$ cat config.mk
export PLATFORM = sky130hd
export DESIGN_NAME = sound_player
export DESIGN_NICKNAME = d
export VERILOG_FILES = /design/src/rtl/pong_sound_pkg.sv /design/src/rtl/tone_divider.sv /design/src/rtl/sound_player.sv
export SDC_FILE = /design/constraint.sdc
export NUM_CORES = 1
export LEC_CHECK = 0
export BUFFER_PORTS_ARGS = -buffer_cell sky130_fd_sc_hd__buf_2
export CORE_MARGIN = 2
export CORE_UTILIZATION = 56
export CTS_CLUSTER_DIAMETER = 120
export DETAILED_ROUTE_END_ITERATION = 8
export GPL_TIMING_DRIVEN = 0
export HOLD_SLACK_MARGIN = 0.1
export PLACE_DENSITY_LB_ADDON = 0.25
export SYNTH_ARGS = -nofsm -noshare
export SYNTH_HDL_FRONTEND = slang
export SYNTH_HIERARCHICAL = 1
export SYNTH_SLANG_ARGS = --single-unit
$ cat constraint.sdc
create_clock -name snd_clk -period 3.5 [get_ports snd_clk]
set_input_delay 0.7 -clock snd_clk [delete_from_list [all_inputs] [get_ports snd_clk]]
set_output_delay 0.7 -clock snd_clk [all_outputs]
set_load 0.02 [all_outputs]
$ cat src/rtl/pong_sound_pkg.sv
// Shared Pong sound codes: channel/sound request encodings and the player FSM states.
package pong_sound_pkg;

  typedef enum logic [1:0] {NONE = 2'd0, RIGHT = 2'd1, LEFT = 2'd2, BOTH = 2'd3} channel_e;
  typedef enum logic [1:0] {SILENT = 2'd0, PING = 2'd1, PONG = 2'd2, GOAL = 2'd3} sound_e;
  typedef enum logic [1:0] {ST_IDLE = 2'd0, ST_PLAY = 2'd1, ST_HOLD = 2'd2} state_e;

  function automatic int max_int(input int a, input int b);
    return (a > b) ? a : b;
  endfunction

endpackage

$ cat src/rtl/tone_divider.sv
// Square-wave divider: counts 0..half-1 and toggles phase at each wrap.
module tone_divider #(
  parameter int W = 8
) (
  input  logic         clk,
  input  logic         rst_n,
  input  logic         run,
  input  logic         start,
  input  logic         clr,
  input  logic [W-1:0] half,
  output logic         phase_nxt
);

  logic [W-1:0] cnt_q, cnt_d;
  logic         phase_q, phase_d;

  // Stopping wins over everything so a wrap on the way to idle is dropped.
  always_comb begin
    cnt_d   = cnt_q;
    phase_d = phase_q;
    if (!run) begin
      cnt_d   = '0;
      phase_d = 1'b0;
    end else if (start) begin
      cnt_d   = '0;
      phase_d = 1'b1;
    end else if (clr) begin
      cnt_d = '0;
    end else if (cnt_q == half - 1'b1) begin
      cnt_d   = '0;
      phase_d = ~phase_q;
    end else begin
      cnt_d = cnt_q + 1'b1;
    end
  end

  always_ff @(posedge clk or negedge rst_n) begin
    if (!rst_n) begin
      cnt_q   <= '0;
      phase_q <= 1'b0;
    end else begin
      cnt_q   <= cnt_d;
      phase_q <= phase_d;
    end
  end

  assign phase_nxt = phase_d;

endmodule

$ cat src/rtl/sound_player.sv
// Pong sound player: syncs the (channel, sound) request and drives L/R square waves.
// Define SOUND_WARBLE_EN to make the goal tone alternate between GOAL_HZ and GOAL2_HZ.
module sound_player
  import pong_sound_pkg::*;
#(
  parameter int CLK_HZ    = 25_000_000,
  parameter int PING_HZ   = 1000,
  parameter int PONG_HZ   = 500,
  parameter int GOAL_HZ   = 250,
  parameter int GOAL2_HZ  = 375,
  parameter int WARBLE_MS = 50,
  parameter int MIN_MS    = 20
) (
  input  logic       snd_clk,
  input  logic       reset_n,
  input  logic [1:0] channel,
  input  logic [1:0] sound,
  output logic       audio_l,
  output logic       audio_r,
  output logic       busy
);

  localparam int HALF_PING  = CLK_HZ / (2 * PING_HZ);
  localparam int HALF_PONG  = CLK_HZ / (2 * PONG_HZ);
  localparam int HALF_GOAL  = CLK_HZ / (2 * GOAL_HZ);
  localparam int HALF_GOAL2 = CLK_HZ / (2 * GOAL2_HZ);
  localparam int HALF_MAX   = max_int(max_int(HALF_PING, HALF_PONG), max_int(HALF_GOAL, HALF_GOAL2));
  localparam int CW         = $clog2(HALF_MAX + 1);
  localparam int MS_DIV     = CLK_HZ / 1000;
  localparam int PW         = (MS_DIV > 1) ? $clog2(MS_DIV) : 1;
  localparam int MW         = $clog2(MIN_MS + 1);

  if (HALF_PING < 2 || HALF_PONG < 2 || HALF_GOAL < 2 || HALF_GOAL2 < 2 ||
      MIN_MS < 1 || WARBLE_MS < 1) begin : g_bad_params
    $error("sound_player: tone half-period below 2 cycles or zero ms setting");
  end

  logic [1:0]    ch_s1_q, ch_s2_q, snd_s1_q, snd_s2_q;
  logic [PW-1:0] ms_cnt_q, ms_cnt_d;
  logic          ms_tick;
  state_e        state_q, state_d;
  logic [1:0]    cur_ch_q, cur_ch_d, cur_snd_q, cur_snd_d;
  logic [MW-1:0] min_q, min_d;
  logic          req, start, run, wb_swap, phase_d;
  logic [CW-1:0] half, half_goal;
  logic          audio_l_q, audio_r_q, busy_q;

  assign ms_tick  = (ms_cnt_q == PW'(MS_DIV - 1));
  assign ms_cnt_d = ms_tick ? '0 : ms_cnt_q + 1'b1;
  assign req      = (ch_s2_q != NONE) && (snd_s2_q != SILENT);

  always_comb begin
    state_d   = state_q;
    cur_ch_d  = cur_ch_q;
    cur_snd_d = cur_snd_q;
    start     = 1'b0;
    min_d     = (ms_tick && min_q != '0) ? min_q - 1'b1 : min_q;
    case (state_q)
      ST_IDLE: if (req) begin
        start   = 1'b1;
        state_d = ST_PLAY;
      end
      ST_PLAY: begin
        if (ch_s2_q == NONE)
          state_d = (min_q == '0) ? ST_IDLE : ST_HOLD;
        else if (req && {ch_s2_q, snd_s2_q} != {cur_ch_q, cur_snd_q})
          start = 1'b1;
      end
      ST_HOLD: begin
        if (req) begin
          start   = 1'b1;
          state_d = ST_PLAY;
        end else if (min_q == '0) begin
          state_d = ST_IDLE;
        end
      end
      default: state_d = ST_IDLE;
    endcase
    if (start) begin
      cur_ch_d  = ch_s2_q;
      cur_snd_d = snd_s2_q;
      min_d     = MW'(MIN_MS);
    end
  end

  assign run = (state_d != ST_IDLE);

`ifdef SOUND_WARBLE_EN
  localparam int WW = $clog2(WARBLE_MS + 1);
  logic [WW-1:0] wb_cnt_q, wb_cnt_d;
  logic          wb_sel_q, wb_sel_d;

  always_comb begin
    wb_cnt_d = wb_cnt_q;
    wb_sel_d = wb_sel_q;
    wb_swap  = 1'b0;
    if (start) begin
      wb_cnt_d = '0;
      wb_sel_d = 1'b0;
    end else if (state_q != ST_IDLE && cur_snd_q == GOAL && ms_tick) begin
      if (wb_cnt_q == WW'(WARBLE_MS - 1)) begin
        wb_cnt_d = '0;
        wb_sel_d = ~wb_sel_q;
        wb_swap  = 1'b1;
      end else begin
        wb_cnt_d = wb_cnt_q + 1'b1;
      end
    end
  end

  always_ff @(posedge snd_clk or negedge reset_n) begin
    if (!reset_n) begin
      wb_cnt_q <= '0;
      wb_sel_q <= 1'b0;
    end else begin
      wb_cnt_q <= wb_cnt_d;
      wb_sel_q <= wb_sel_d;
    end
  end

  assign half_goal = wb_sel_q ? CW'(HALF_GOAL2) : CW'(HALF_GOAL);
`else
  assign wb_swap   = 1'b0;
  assign half_goal = CW'(HALF_GOAL);
`endif

  always_comb begin
    case (cur_snd_q)
      PONG:    half = CW'(HALF_PONG);
      GOAL:    half = half_goal;
      default: half = CW'(HALF_PING);
    endcase
  end

  tone_divider #(.W(CW)) u_tone (
    .clk       (snd_clk),
    .rst_n     (reset_n),
    .run       (run),
    .start     (start),
    .clr       (wb_swap),
    .half      (half),
    .phase_nxt (phase_d)
  );

  // Outputs register next-state values so audio lands on the same edge as the FSM.
  always_ff @(posedge snd_clk or negedge reset_n) begin
    if (!reset_n) begin
      ch_s1_q   <= '0;
      ch_s2_q   <= '0;
      snd_s1_q  <= '0;
      snd_s2_q  <= '0;
      ms_cnt_q  <= '0;
      state_q   <= ST_IDLE;
      cur_ch_q  <= '0;
      cur_snd_q <= '0;
      min_q     <= '0;
      audio_l_q <= 1'b0;
      audio_r_q <= 1'b0;
      busy_q    <= 1'b0;
    end else begin
      ch_s1_q   <= channel;
      ch_s2_q   <= ch_s1_q;
      snd_s1_q  <= sound;
      snd_s2_q  <= snd_s1_q;
      ms_cnt_q  <= ms_cnt_d;
      state_q   <= state_d;
      cur_ch_q  <= cur_ch_d;
      cur_snd_q <= cur_snd_d;
      min_q     <= min_d;
      audio_l_q <= phase_d & cur_ch_d[1];
      audio_r_q <= phase_d & cur_ch_d[0];
      busy_q    <= run;
    end
  end

  assign audio_l = audio_l_q;
  assign audio_r = audio_r_q;
  assign busy    = busy_q;

endmodule

== After elaboration in Yosys (flattened, before gate mapping) ==
Index checks and enable logic that the tools add are counted.
Storage, ports and cells
  register bits: 54
  bits of input ports: 6
  logic and storage cells: 61
Operators by class
  add/subtract/negate cells: 4
  eq/ne operators: 7
  mux-type cells: 21
  bitwise logic cells: 3
  reductions and logical operators: 12
Operators with widths (count)
  $mux W16: 3
  $pmux W16 S2: 1
  $add A16 B1 Y16 const B: 1
  $eq A16 B16 Y1: 1
  $sub A16 B1 Y16 const B: 1
  $add A15 B1 Y15 const B: 1
  $eq A15 B15 Y1 const B: 1
  $mux W15: 1
  $mux W2: 6
  $mux W5: 2
  $reduce_bool A2 Y1: 4
  $eq A2 B2 Y1 const B: 3
  $mux W1: 6
  $pmux W2 S3: 1
  $logic_not A5 Y1: 1
  $reduce_bool A5 Y1: 1
  $sub A5 B1 Y5 const B: 1
  $logic_not A2 Y1: 2
  $ne A4 B4 Y1: 1
  $logic_and A1 B1 Y1: 3
  $and A1 B1 Y1: 2
  $eq A2 B1 Y1 const B: 1
  $pmux W1 S2: 1
  $reduce_or A2 Y1: 1
  $not A1 Y1: 1

== Depth between registers and ports, before layout ==
  depth in word-level cells: 9
  mapped depth: 13
  gate-level depth less buffers: 12

== Cells and area by module ==
Netlist, hierarchy kept.
Modules (own cells, without submodules)
  sound_player: instances 1, cells each 151, area each 1705.4 um2, seq. area each 925.9 um2
  tone_divider: instances 1, cells each 165, area each 1448.9 um2, seq. area each 425.4 um2

== Worst setup path after synthesis ==
Ideal clock, no wire load.
  path kind: register to register
  start point: register cur_snd_q[1]
  end point: register audio_r_q (netlist: audio_r)
  arrival: 3.314 ns
  path slack: 0.107 ns
  cell stages (with the launch flop): 13
  path buffers: 1
  clock period less this slack: 3.393 ns
  cell sequence: dfrtp_1 inv_1 nor2_1 inv_1 buf_4 or4_4 or4_1 a32o_1 a21o_1 o2111ai_2 o211a_1 nand2_1 mux2i_1
On the way
  longest elaborated chain between the ends: 8
  elaborated cells on any way between the ends: 15
  those cells by class: add/sub (1); eq/ne (4); mux (8); bitwise (1); reduce/logical (1)
RTL lines
  start, declared: RTL line sound_player.sv:42  | logic [1:0] cur_ch_q, cur_ch_d, cur_snd_q, cur_snd_d;
  start signal, assigned: RTL line sound_player.sv:168  | cur_snd_q <= cur_snd_d;
  $eq A2 B2 Y1: RTL line sound_player.sv:128  | case (cur_snd_q)
  $pmux W16 S2 *: RTL line sound_player.sv:128
  named net half[12]: RTL line sound_player.sv:45  | logic [CW-1:0] half, half_goal;
  $sub A16 B1 Y16 *: RTL line tone_divider.sv:29  | end else if (cnt_q == half - 1'b1) begin
  $eq A16 B16 Y1 *: RTL line tone_divider.sv:29
  $mux W1 *: RTL line tone_divider.sv:29
  $mux W1 *: RTL line tone_divider.sv:24  | end else if (start) begin
  $mux W1 *: RTL line tone_divider.sv:21  | if (!run) begin
  named net phase_d: RTL line sound_player.sv:44  | logic req, start, run, wb_swap, phase_d;
  $and A1 B1 Y1 *: RTL line sound_player.sv:171  | audio_r_q <= phase_d & cur_ch_d[0];
  end signal, assigned: RTL line sound_player.sv:171
  end, declared: RTL line sound_player.sv:46  | logic audio_l_q, audio_r_q, busy_q;
Mark *: on every way through the listed nets, which the timed path passes. The rest lies on a longest branch.
A chain may end at the register's enable or synchronous reset.

== Final worst setup path ==
  start point: register cur_snd_q[1]
  end point: register audio_l_q (netlist: audio_l)
On the way
  longest elaborated chain between the ends: 8
  elaborated cells on any way between the ends: 15
  those cells by class: add/sub (1); eq/ne (4); mux (8); bitwise (1); reduce/logical (1)
RTL lines
  $eq A2 B2 Y1: RTL line sound_player.sv:128
  $pmux W16 S2 *: RTL line sound_player.sv:128
  named net half[12]: RTL line sound_player.sv:45
  $sub A16 B1 Y16 *: RTL line tone_divider.sv:29
  $eq A16 B16 Y1 *: RTL line tone_divider.sv:29
  $mux W1 *: RTL line tone_divider.sv:29
  $mux W1 *: RTL line tone_divider.sv:24
  $mux W1 *: RTL line tone_divider.sv:21
  named net phase_d: RTL line sound_player.sv:44
  $and A1 B1 Y1 *: RTL line sound_player.sv:170  | audio_l_q <= phase_d & cur_ch_d[1];
  end signal, assigned: RTL line sound_player.sv:170
  end, declared: RTL line sound_player.sv:46
Marked as above.

==> results.json <==
{
  "run_status": "finished, final reports clean",
  "io-pin-count": 9,
  "grt_overflow_total": 0,
  "hold_viol_final": 0,
  "route.detailed.wl_per_inst_um": 13.5,
  "globalRouteTotalUtil_pct": 20.1,
  "largest_net_degree_at_the_start_of_global_routing": 55,
  "drt_first_pass_iters": 4,
  "peak_supply_drop_uv": 334,
  "portBuffers": 8,
  "place.gp.congestion": 0.818,
  "dp_cells": 412,
  "insertion_delay_to_the_later_sink_of_the_worst_skew_pair_ns": 0.31,
  "power_leakage_nw": 1.48,
  "final_antenna_net_count": 0,
  "synthesis.instances": 316,
  "post-route-period-util_pct": 93.8,
  "clock_sinks": 54,
  "initial_utilization_pct": 57.6,
  "clkTransAtPathRegs_ns": 0.09,
  "comb_power_share_pct": 20.8,
  "netSwitchingPower_uw": 393,
  "grt_antenna_before_repair": 0,
  "finalWirelength_mm": 5.68,
  "critPathCaptureType": "flop",
  "diodes": 0,
  "synth_edf_count": 0,
  "clock_tree.htree_level_count": 2,
  "worst-path-max-fanout": 8,
  "arrival_ns": 3.51,
  "grt_setup_unrepaired": "false",
  "cts_buffer_depth": 2,
  "cts_buffers": 5,
  "skew_ns": 0.00864,
  "finalNonFillerCells": 421,
  "share_of_flip_flops_with_an_asynchronous_set_or_reset_pct": 100,
  "clock-root-buffer": "sky130_fd_sc_hd__clkbuf_8",
  "drv.max_cap_violation_count": 0,
  "criticalPathCategory": "flop to flop",
  "synth_seq_cells": 54,
  "synthesis.yosys.warnings": 6,
  "num-fill-cells": 460,
  "max_slew.worst_pin.slew_ns": 1.16,
  "finalPower_mw": 1.37,
  "share_seq_of_total_power_pct": 49.6,
  "syn-mean-instance-area_um2": 9.98,
  "final_max_tran_viols": 0,
  "max-slew-margin-rel_pct": 22.5,
  "yosysUniqueCellTypes": 63,
  "ys.flop_type": "sky130_fd_sc_hd__dfrtp_1",
  "tritoncts": "yes",
  "worstSetupStartpointType": "flop",
  "setup_total_negative_slack_ns": 0,
  "rows": 27,
  "global_route_wire_length_before_repair_mm": 9.98,
  "grt_pass1_vias": 2154,
  "intPower_uw": 976,
  "design.core.area_um2": 5470,
  "required_ns": 3.73,
  "fmax_ghz": 0.305,
  "timing.hold.worst.class": "flop to flop",
  "share_of_layout_cells_above_drive_strength_1_pct": 16.6,
  "place.detailed.hpwl_mm": 4.05,
  "total_nets_final": 359,
  "clock_power_share_pct": 29.5,
  "power_density_nw_per_um2": 392,
  "vias": 2348,
  "post-route-drc-count": 0,
  "die_height_um": 79.1,
  "finalSetupViolations": 0,
  "fp.dieW_um": 79.1,
  "power.share.switching_pct": 28.7,
  "synth_area_um2": 3150,
  "detail_route.vias_per_cell": 5.58,
  "die_area_um2": 6250,
  "syn2layout_area_growth_pct": 10.6,
  "fin_crit_ns": 3.28,
  "synth-seq-area-share_pct": 42.8,
  "finalHoldWorstSlack_ns": 0.356,
  "drt_iter0_markers": 77
}
metrics by stage:
stage                     area, µm²  utilization [%]  worst slack, ns
final                          3490             63.8            0.217
after global routing           3490             63.8           0.0218
after CTS                      3480             63.6            0.179
after detailed placement       3340             61.1           -0.418
after global placement         3340             61.1           -0.356
after floorplan                3210                -            0.107
cell families (layout without fill, tap and decap cells):
kind of cell,Yosys count,in the layout,synth area share (%)
AND/OR/NAND/NOR,140,140,25.7
multiplexers,9,9,3.05
AO/OA/AOI/OAI,40,40,9.68
other,1,17,0.119
buffers and inverters,21,38,3.89
adder cells (fa/ha/maj),5,5,1.98
XOR/XNOR,46,46,12.8
flip-flops,54,54,42.8
cells in the mapped netlist, types with 6 or more instances:
cell                      instances  area, µm²
sky130_fd_sc_hd__and3_1           7       43.8
sky130_fd_sc_hd__nor2_1          32        120
sky130_fd_sc_hd__nor2_2          10       62.6
sky130_fd_sc_hd__nand3_1         19       95.1
sky130_fd_sc_hd__o21ai_0          7       35.0
sky130_fd_sc_hd__nand2_1         20       75.1
sky130_fd_sc_hd__dfrtp_1         54       1350
sky130_fd_sc_hd__a21oi_1          9       45.0
sky130_fd_sc_hd__xnor2_1         15        131
sky130_fd_sc_hd__nor3_1           9       45.0
sky130_fd_sc_hd__nand4_1          6       37.5
sky130_fd_sc_hd__xor2_1          31        272
sky130_fd_sc_hd__inv_1           11       41.3
power groups by stage:
stage / Clock, mW / Combinational, mW / Sequential, mW
finish: 0.405 / 0.285 / 0.679
detailed placement: 0 / 0.270 / 0.691
global placement: 0 / 0.262 / 0.689
CTS: 0.418 / 0.282 / 0.679
global route: 0.441 / 0.320 / 0.684
floorplan: 0 / 0.200 / 0.696
routing by layer:
metal	vias to the layer above	track usage, %	share of wire (%)
met2	33	33.1	49
met4	0	6.38	1.2
met1	1143	27.6	48
li1	1165	-	-
met3	7	2.84	2.3
met5	-	0	0
sequential cells by signal (all words and copies together) (netlist names):
| name | count |
|---|---|
| snd_s2_q | 2 |
| audio_l | 1 |
| audio_r | 1 |
| cur_snd_q | 2 |
| ch_s2_q | 2 |
| u_tone/cnt_q | 16 |
| cur_ch_q | 2 |
| ms_cnt_q | 15 |
| snd_s1_q | 2 |
| ch_s1_q | 2 |
| busy | 1 |
| u_tone/phase_q | 1 |
| state_q | 2 |
| min_q | 5 |
cell type report:
class                           instances  area (µm²)  area share [%]
Buffer                                 10        81.3            2.33
Clock buffer                            6        72.6            2.08
Clock inverter                          2        37.5            1.08
Inverter                               11        41.3            1.18
Multi-Input combinational cell        257        1770            50.7
Sequential cell                        54        1350            38.7
Tap cell                               72        90.1            2.58
Timing Repair Buffer                    9        47.5            1.36
placed cells by master, fill, tap and decap left out, types with 4 or more instances in the layout:
master,count
sky130_fd_sc_hd__conb_1,17
sky130_fd_sc_hd__and3_1,7
sky130_fd_sc_hd__inv_1,11
sky130_fd_sc_hd__nor2_2,10
sky130_fd_sc_hd__nand4_1,6
sky130_fd_sc_hd__nor3_1,9
sky130_fd_sc_hd__nor2_1,31
sky130_fd_sc_hd__buf_2,9
sky130_fd_sc_hd__xor2_1,31
sky130_fd_sc_hd__mux2i_1,4
sky130_fd_sc_hd__a21oi_1,9
sky130_fd_sc_hd__o21ai_0,7
sky130_fd_sc_hd__xnor2_1,15
sky130_fd_sc_hd__dfrtp_1,54
sky130_fd_sc_hd__nand2_1,20
sky130_fd_sc_hd__nand3_1,19
sky130_fd_sc_hd__nand3b_1,4
sky130_fd_sc_hd__clkbuf_8,5
sky130_fd_sc_hd__nor4_1,4
sky130_fd_sc_hd__ha_1,5
path summary, 6_finish.rpt:
path | startpoint | end | slack (ns) | depth (start not counted)
worst max-delay path | cur_snd_q[1] | audio_l | 0.22 | 12
worst min-delay path | snd_s1_q[0] | snd_s2_q[0] | 0.36 | 0
worst max register to register | cur_snd_q[1] | audio_l | 0.22 | 12
worst min register to register | snd_s1_q[0] | snd_s2_q[0] | 0.36 | 0
max in group asynchronous | reset_n | ch_s2_q[0] | 2.17 | 1
min in group asynchronous | reset_n | ms_cnt_q[9] | 0.63 | 1
critical path, cell delays in order, from the launching register on:
cell and delay [ns]:
sky130_fd_sc_hd__dfrtp_1 0.45, sky130_fd_sc_hd__inv_1 0.17, sky130_fd_sc_hd__nor2_4 0.15, sky130_fd_sc_hd__inv_1 0.12, sky130_fd_sc_hd__buf_4 0.20, sky130_fd_sc_hd__or4_4 0.54, sky130_fd_sc_hd__or4_1 0.49, sky130_fd_sc_hd__a32o_1 0.26
sky130_fd_sc_hd__a21o_1 0.16, sky130_fd_sc_hd__o2111ai_2 0.15, sky130_fd_sc_hd__o211a_1 0.31, sky130_fd_sc_hd__nand2_1 0.08, sky130_fd_sc_hd__mux2i_1 0.12
what timing repair did:
item,CTS,global route
endpoints found under the setup margin,19,2
pin swaps,1,0
setup buffers,1,0
hold endpoints to repair,0,0
hold buffers,0,0
cloned,0,0
gates resized for setup,3,2
Power figures use the tool's default switching activity.
